$ cat src/rtl/expand_s_ctrl_pkg.sv
// Shared constants for the ExpandS sequencer: FSM encoding, SHA core control codes and
// ML-DSA-44 size defaults.
package expand_s_ctrl_pkg;

  // ML-DSA-44 defaults
  localparam int unsigned LDefault         = 4;
  localparam int unsigned KDefault         = 4;
  localparam int unsigned NumCoef          = 256;
  localparam int unsigned SeedWordsDefault = 8;
  localparam int unsigned RateWordsDefault = 17;

  // SHA core mode select
  localparam logic ShaModeShake128 = 1'b0;
  localparam logic ShaModeShake256 = 1'b1;

  // Valid bytes in the final absorb word
  localparam logic [1:0] ByteNumFull = 2'b00;
  localparam logic [1:0] ByteNum2B   = 2'b01;

  // Sequencer state encoding
  localparam logic [2:0] StIdle    = 3'd0;
  localparam logic [2:0] StAbsorb  = 3'd1;
  localparam logic [2:0] StSqueeze = 3'd2;
  localparam logic [2:0] StNext    = 3'd3;
  localparam logic [2:0] StDone    = 3'd4;

endpackage

$ cat src/rtl/expand_s_ctrl.sv
// ExpandS sequencer: for each of L+K secret polynomials absorbs rho' || nonce into the shared
// SHAKE256 core, then squeezes until the rejection sampler has accepted N coefficients.
module expand_s_ctrl
  import expand_s_ctrl_pkg::*;
#(
  parameter int unsigned L          = LDefault,
  parameter int unsigned K          = KDefault,
  parameter int unsigned SeedWords  = SeedWordsDefault,
  parameter int unsigned RateWords  = RateWordsDefault,
  parameter int unsigned N          = NumCoef
) (
  input  logic       clk,
  input  logic       reset,
  input  logic       start,
  output logic       busy,
  output logic       done,
  output logic [3:0] poly_idx,
  output logic       poly_done,
  output logic [2:0] seed_rd_addr,
  output logic       absorb_nonce,
  output logic       sha_in_ready,
  output logic       sha_is_last,
  output logic [1:0] sha_byte_num,
  output logic       sha_mode,
  output logic       sha_squeeze,
  output logic       sha_sha_hold,
  input  logic       sha_out_ready,
  input  logic       samp_stall,
  input  logic       coef_acc_valid,
  input  logic [4:0] coef_acc_cnt
);

  localparam int unsigned NumPoly = L + K;

  logic [2:0] state_q, state_d;
  // Absorb word index while absorbing, squeeze word index within the rate block while squeezing
  logic [4:0] wcnt_q, wcnt_d;
  logic [8:0] coef_cnt_q, coef_cnt_d;
  logic [3:0] poly_idx_q, poly_idx_d;

  logic       consume;
  logic       reach_n;
  logic [9:0] coef_sum;

  assign consume  = (state_q == StSqueeze) && sha_out_ready && !samp_stall;
  assign coef_sum = {1'b0, coef_cnt_q} + {5'b0, coef_acc_cnt};
  // Polynomial completes on the report that brings the total to N; surplus is the sampler's job
  assign reach_n  = (state_q == StSqueeze) && coef_acc_valid && (coef_sum >= 10'(N));

  // Next-state and counter update
  always_comb begin
    state_d    = state_q;
    wcnt_d     = wcnt_q;
    coef_cnt_d = coef_cnt_q;
    poly_idx_d = poly_idx_q;
    case (state_q)
      StIdle: begin
        if (start) begin
          state_d    = StAbsorb;
          wcnt_d     = 5'd0;
          coef_cnt_d = 9'd0;
          poly_idx_d = 4'd0;
        end
      end
      StAbsorb: begin
        if (wcnt_q == 5'(SeedWords)) begin
          state_d = StSqueeze;
          wcnt_d  = 5'd0;
        end else begin
          wcnt_d = wcnt_q + 5'd1;
        end
      end
      StSqueeze: begin
        // The core re-permutes on its own at a block boundary; only the index wraps here
        if (consume) begin
          wcnt_d = (wcnt_q == 5'(RateWords - 1)) ? 5'd0 : wcnt_q + 5'd1;
        end
        if (coef_acc_valid) begin
          coef_cnt_d = (coef_sum >= 10'(N)) ? 9'(N) : coef_sum[8:0];
        end
        if (reach_n) begin
          state_d = StNext;
        end
      end
      StNext: begin
        wcnt_d     = 5'd0;
        coef_cnt_d = 9'd0;
        if (poly_idx_q == 4'(NumPoly - 1)) begin
          state_d = StDone;
        end else begin
          poly_idx_d = poly_idx_q + 4'd1;
          state_d    = StAbsorb;
        end
      end
      StDone: begin
        state_d    = StIdle;
        poly_idx_d = 4'd0;
      end
      default: begin
        state_d = StIdle;
      end
    endcase
  end

  // State and counter registers
  always_ff @(posedge clk or negedge reset) begin
    if (!reset) begin
      state_q    <= StIdle;
      wcnt_q     <= 5'd0;
      coef_cnt_q <= 9'd0;
      poly_idx_q <= 4'd0;
    end else begin
      state_q    <= state_d;
      wcnt_q     <= wcnt_d;
      coef_cnt_q <= coef_cnt_d;
      poly_idx_q <= poly_idx_d;
    end
  end

  // Output decode from state, plus the sampler-driven squeeze handshakes
  always_comb begin
    busy         = 1'b0;
    done         = 1'b0;
    poly_done    = 1'b0;
    seed_rd_addr = 3'd0;
    absorb_nonce = 1'b0;
    sha_in_ready = 1'b0;
    sha_is_last  = 1'b0;
    sha_byte_num = ByteNumFull;
    sha_mode     = ShaModeShake128;
    sha_squeeze  = 1'b0;
    sha_sha_hold = 1'b0;
    case (state_q)
      StAbsorb: begin
        busy         = 1'b1;
        sha_mode     = ShaModeShake256;
        sha_in_ready = 1'b1;
        if (wcnt_q == 5'(SeedWords)) begin
          // Final word carries the 16-bit nonce
          absorb_nonce = 1'b1;
          sha_is_last  = 1'b1;
          sha_byte_num = ByteNum2B;
        end else begin
          seed_rd_addr = wcnt_q[2:0];
        end
      end
      StSqueeze: begin
        busy         = 1'b1;
        sha_mode     = ShaModeShake256;
        sha_squeeze  = 1'b1;
        sha_sha_hold = samp_stall;
        poly_done    = reach_n;
      end
      StNext: begin
        busy     = 1'b1;
        sha_mode = ShaModeShake256;
      end
      StDone: begin
        done = 1'b1;
      end
      default: ;
    endcase
  end

  assign poly_idx = poly_idx_q;

endmodule

$ cat config.mk
export PLATFORM = sky130hd
export DESIGN_NAME = expand_s_ctrl
export DESIGN_NICKNAME = d
export VERILOG_FILES = /design/src/rtl/expand_s_ctrl_pkg.sv /design/src/rtl/expand_s_ctrl.sv
export SDC_FILE = /design/constraint.sdc
export NUM_CORES = 1
export LEC_CHECK = 0
export BUFFER_PORTS_ARGS = -buffer_cell sky130_fd_sc_hd__buf_2
export CORE_ASPECT_RATIO = 1.4
export CORE_UTILIZATION = 35
export DETAILED_ROUTE_END_ITERATION = 10
export GPL_TIMING_DRIVEN = 0
export PLACE_DENSITY = 0.63
export SYNTH_ARGS = -nofsm -noshare
export SYNTH_HDL_FRONTEND = slang
export SYNTH_SLANG_ARGS = --single-unit
export TNS_END_PERCENT = 30
$ cat constraint.sdc
create_clock -name clk -period 6.05 [get_ports clk]
set_input_delay 0 -clock clk [delete_from_list [all_inputs] [get_ports clk]]
set_output_delay 0 -clock clk [all_outputs]
set_load 0.03 [all_outputs]
==> Flow_metrics.wiki <==
{| class="wikitable"
! Metric !! Value
|-
| Outcome || finished, violations left
|-
| Failing checks || DRC
|-
| Cell chosen for the clock root || clkbuf_8
|-
| Via count of the first global-routing pass || 1166
|-
| Count of endpoints failing hold in the final timing report || 0
|-
| Synthesized-area fraction occupied by xor and xnor cells || 1.76%
|-
| Number of distinct library cells after synthesis || 52
|-
| Register area || 526 um^2
|-
| Core region area || 4020 um^2
|-
| Share of async-settable or async-resettable flops after synthesis || 100%
|-
| Slowest cell delay on critical path || 370 ps
|-
| Seq cells post-synth || 21
|-
| Gr ovfl total || 0
|-
| Layout overhead on the synthesized area || 16.3%
|-
| Number of slew-limit violations in the final report || 0
|-
| Number of sinks on the clock net || 21
|-
| Net total in the final layout || 212
|-
| Ratio of final minimum period to clock period || 38.9%
|-
| Most common cell after layout, fill and taps aside || buf_2
|-
| Worst-case hold path end point || coef_cnt_q[8]$_DFFE_PN0P_
|-
| Average size of a mapped cell || 9.39 um^2
|-
| Compound-gate portion of the synthesized area || 23.0%
|-
| Number of stages on the worst hold path || 2
|-
| Library cell occupying the most area in the post-synthesis netlist || dfrtp_1
|-
| Per-cell routed wire length || 12.7 um
|-
| Fraction of final layout cells sized beyond drive strength 1 || 29.8%
|-
| Number of filler instances in the final layout || 414
|-
| DRC violation count after routing || 1
|-
| Count of flip-flops with a built-in enable after synthesis || 0
|-
| Internal reg-to-reg setup slack || 3840 ps
|-
| Cell area after technology mapping || 1490 um^2
|-
| Hpwl dp || 2270 um
|-
| Postcts setup bufs || 0
|-
| Cell count after synthesis || 159
|-
| Post-Place Setup Slack || 3830 ps
|-
| Min-Delay Path Class || in2reg
|-
| Main combinational cell family by area after synthesis || simple AND/OR/NAND/NOR gates
|-
| I/O pin cnt || 29
|-
| Top FF cell, synth || dfrtp_1
|-
| # setup viols final || 0
|-
| Antenna cells || 0
|-
| Fraction of the mapped netlist area in simple logic gates || 24.9%
|-
| Internal power summed over all cells || 0.000321 W
|-
| Cell class contributing the biggest share of worst-path delay || simple AND/OR/NAND/NOR gates
|-
| Number of gates resized after CTS || 0
|-
| TritonRoute pass-1 iters || 9
|-
| Pin count of the biggest net entering global routing || 22
|-
| Final hold slack || 33.8 ps
|-
| Switch share || 42.7%
|-
| Worst Skew || 3.21 ps
|-
| Total area of multi-input combinational cells || 865 um^2
|-
| TritonCTS Buffers || 3
|-
| Cells taking the most area after synthesis || dfrtp_1, ha_1, o21ai_0, nand2_1, nand3_1
|-
| Global routing usage summed across all routing layers || 14.3%
|-
| CTS H-tree lvls || 1
|-
| Area share of fa/ha/maj cells after synthesis || 8.05%
|-
| PwrDens || 323 nW/um^2
|-
| Series of cell instances along the critical path || ha_1, inv_1, fa_1, nor2b_1, o31a_1, and3_1, nor2_1, and3_1, buf_2
|-
| Critical path peak fanout || 4
|-
| Depth of the worst register-to-register path || 8
|-
| Worst reg2reg startpoint || coef_cnt_q[0]$_DFFE_PN0P_
|-
| Via density per instance || 5.35
|-
| Non-Filler Cell Area, Final || 1740 um^2
|-
| Reg power frac || 32.8%
|-
| Multiplexer fraction of the synthesized cell area || 0%
|-
| Summed negative setup slack over all endpoints || 0 ps
|-
| Critical path's slowest cell || fa_1
|-
| Nets in the synthesized netlist || 179
|-
| Number of DRC markers after the initial detailed-route iteration || 66
|-
| TritonCTS clock tree || yes
|-
| Critical path startpoint || coef_cnt_q[0]$_DFFE_PN0P_
|-
| Switching component of the power || 0.000239 W
|-
| Slew @ Worst Pin || 590 ps
|-
| Maximum clock rate || 0.425 GHz
|-
| Highest-count cells in the layout ignoring fill and taps || buf_2, dfrtp_1, nand2_1
|-
| CP Data Arrival Time || 2350 ps
|-
| Worst r2r dst || coef_cnt_q[2]$_DFFE_PN0P_
|-
| Relative contribution of combinational cells to total power || 50.3%
|-
| Leakage Power || 0.830 nW
|-
| Initial antenna violation count || 0
|-
| Tmin final || 2350 ps
|-
| Count of vias placed by the detailed router || 1252
|-
| Hold_sp || coef_acc_valid
|-
| First-pass GRT wire length || 5080 um
|-
| Most used cell, CP || and3_1
|-
| Peak supply drop || 0.210 mV
|-
| Number of rows created at floorplan || 27
|-
| Antenna Violating Nets Remaining || 0
|-
| Clock latency on the worst-skew pair || 260 ps
|-
| Setup CP Type || reg2out
|-
| Total Die Area || 4530 um^2
|-
| Relative max-transition margin || 60.6%
|-
| Category of the worst setup path capture point || output port
|-
| Post-CTS clock slew at the launch and capture registers of the worst setup and hold paths || 80 ps
|-
| Die width || 57.2 um
|-
| Vertical extent of the die || 79.3 um
|-
| RSZ-0062 raised after global routing || no
|-
| Critical path launch point type || register
|-
| Yosys top cell area share || 35.2%
|-
| Count of buffers from port buffering || 27
|-
| Initial core utilization || 37.1%
|-
| Final RePlAce weighted congestion || 0.762
|-
| Synthesis warning total || 0
|-
| Worst-case clock buffer depth || 2
|-
| Critical path required time || 6050 ps
|-
| CP bufs+invs || 2
|-
| Setup slack after layout || 3700 ps
|-
| Portion of total power attributed to the clock network || 17.0%
|-
| Max-cap violations || 0
|-
| Post-detailed-routing wire length || 2960 um
|-
| Total placed instance area || 1680 um^2
|-
| Part of the Yosys area used for sequential elements || 35.2%
|}
==> power groups by stage <==
stage / logic (W) / clock network (W) / registers [W]
3_5_place_dp: 0.000284 / 0 / 0.000186
2_1_floorplan: 0.000215 / 0 / 0.000191
4_1_cts: 0.000286 / 0.0000988 / 0.000184
5_1_grt: 0.000309 / 0.000103 / 0.000187
6_report: 0.000282 / 0.0000950 / 0.000183
3_3_place_gp: 0.000282 / 0 / 0.000186
==> cell type report <==
type                    count  area share, %
repair buffers             28           8.36
inverters                  10           2.59
clock buffers               4           2.59
well taps                  43           3.10
plain buffers               7           3.31
multi-input cells         121           49.8
flip-flops and latches     21           30.3
==> per-layer routing <==
metal,up-vias,track usage [%],wire [um]
met1,594,16.2,1340
met2,23,26.5,1490
li1,630,-,-
met4,0,5.85,49
met5,-,0,0
met3,5,1.95,80
==> how the worst max path moves through the flow <==
| stage | to | slack (ps) | cells past startpoint |
|---|---|---|---|
| final | poly_done | 3700 | 9 |
| after global routing | poly_done | 3520 | 9 |
| after CTS | poly_done | 3660 | 9 |
| after detailed placement | coef_cnt_q[2]$_DFFE_PN0P_ | 3830 | 8 |
| after global placement | coef_cnt_q[2]$_DFFE_PN0P_ | 3870 | 8 |
| after floorplan | coef_cnt_q[2]$_DFFE_PN0P_ | 4060 | 8 |
==> cells in the mapped netlist (3+ instances only) <==
| library cell | number |
|---|---|
| inv_1 | 8 |
| a21oi_1 | 6 |
| o21ai_0 | 13 |
| nand2_1 | 17 |
| nor2b_1 | 3 |
| xor2_1 | 3 |
| nand3_1 | 7 |
| nor3_1 | 7 |
| and3_1 | 4 |
| dfrtp_1 | 21 |
| nor2_1 | 5 |
| ha_1 | 8 |
| buf_4 | 4 |
| a21o_1 | 3 |
==> flip-flops by register name, summed over array words and instances (netlist names) <==
name and count:
coef_cnt_q 9, poly_idx 4, state_q 3, wcnt_q 5
==> worst reg2reg max path: stages, from the launching register on <==
cell	delay (ps)
dfrtp_1	350
ha_1	160
inv_1	50
fa_1	370
nor2b_1	210
o31a_1	260
and3_1	250
o21ai_2	130
o41ai_1	320
==> metrics by stage <==
stage          power, W  instances  util [%]
2_1_floorplan  0.000406        159         -
3_3_place_gp   0.000467        229      41.8
3_5_place_dp   0.000471        229      41.8
4_1_cts        0.000569        234      43.2
5_1_grt        0.000600        234      43.2
6_report       0.000560        234      43.2
==> cells by family after synthesis <==
logic type / Yosys count
other: 1
adders and majority gates: 9
xor gates and xnor gates: 3
DFF: 21
and+or+nand+nor: 64
buffers and inverters: 17
AOI/OAI and AO/OA: 44
==> what timing repair did <==
item	CTS	global route
endpoints found under the setup margin	0	0
endpoints found under the hold margin	21	0
hold buffers	1	0
(Power assumes the default switching activity.)
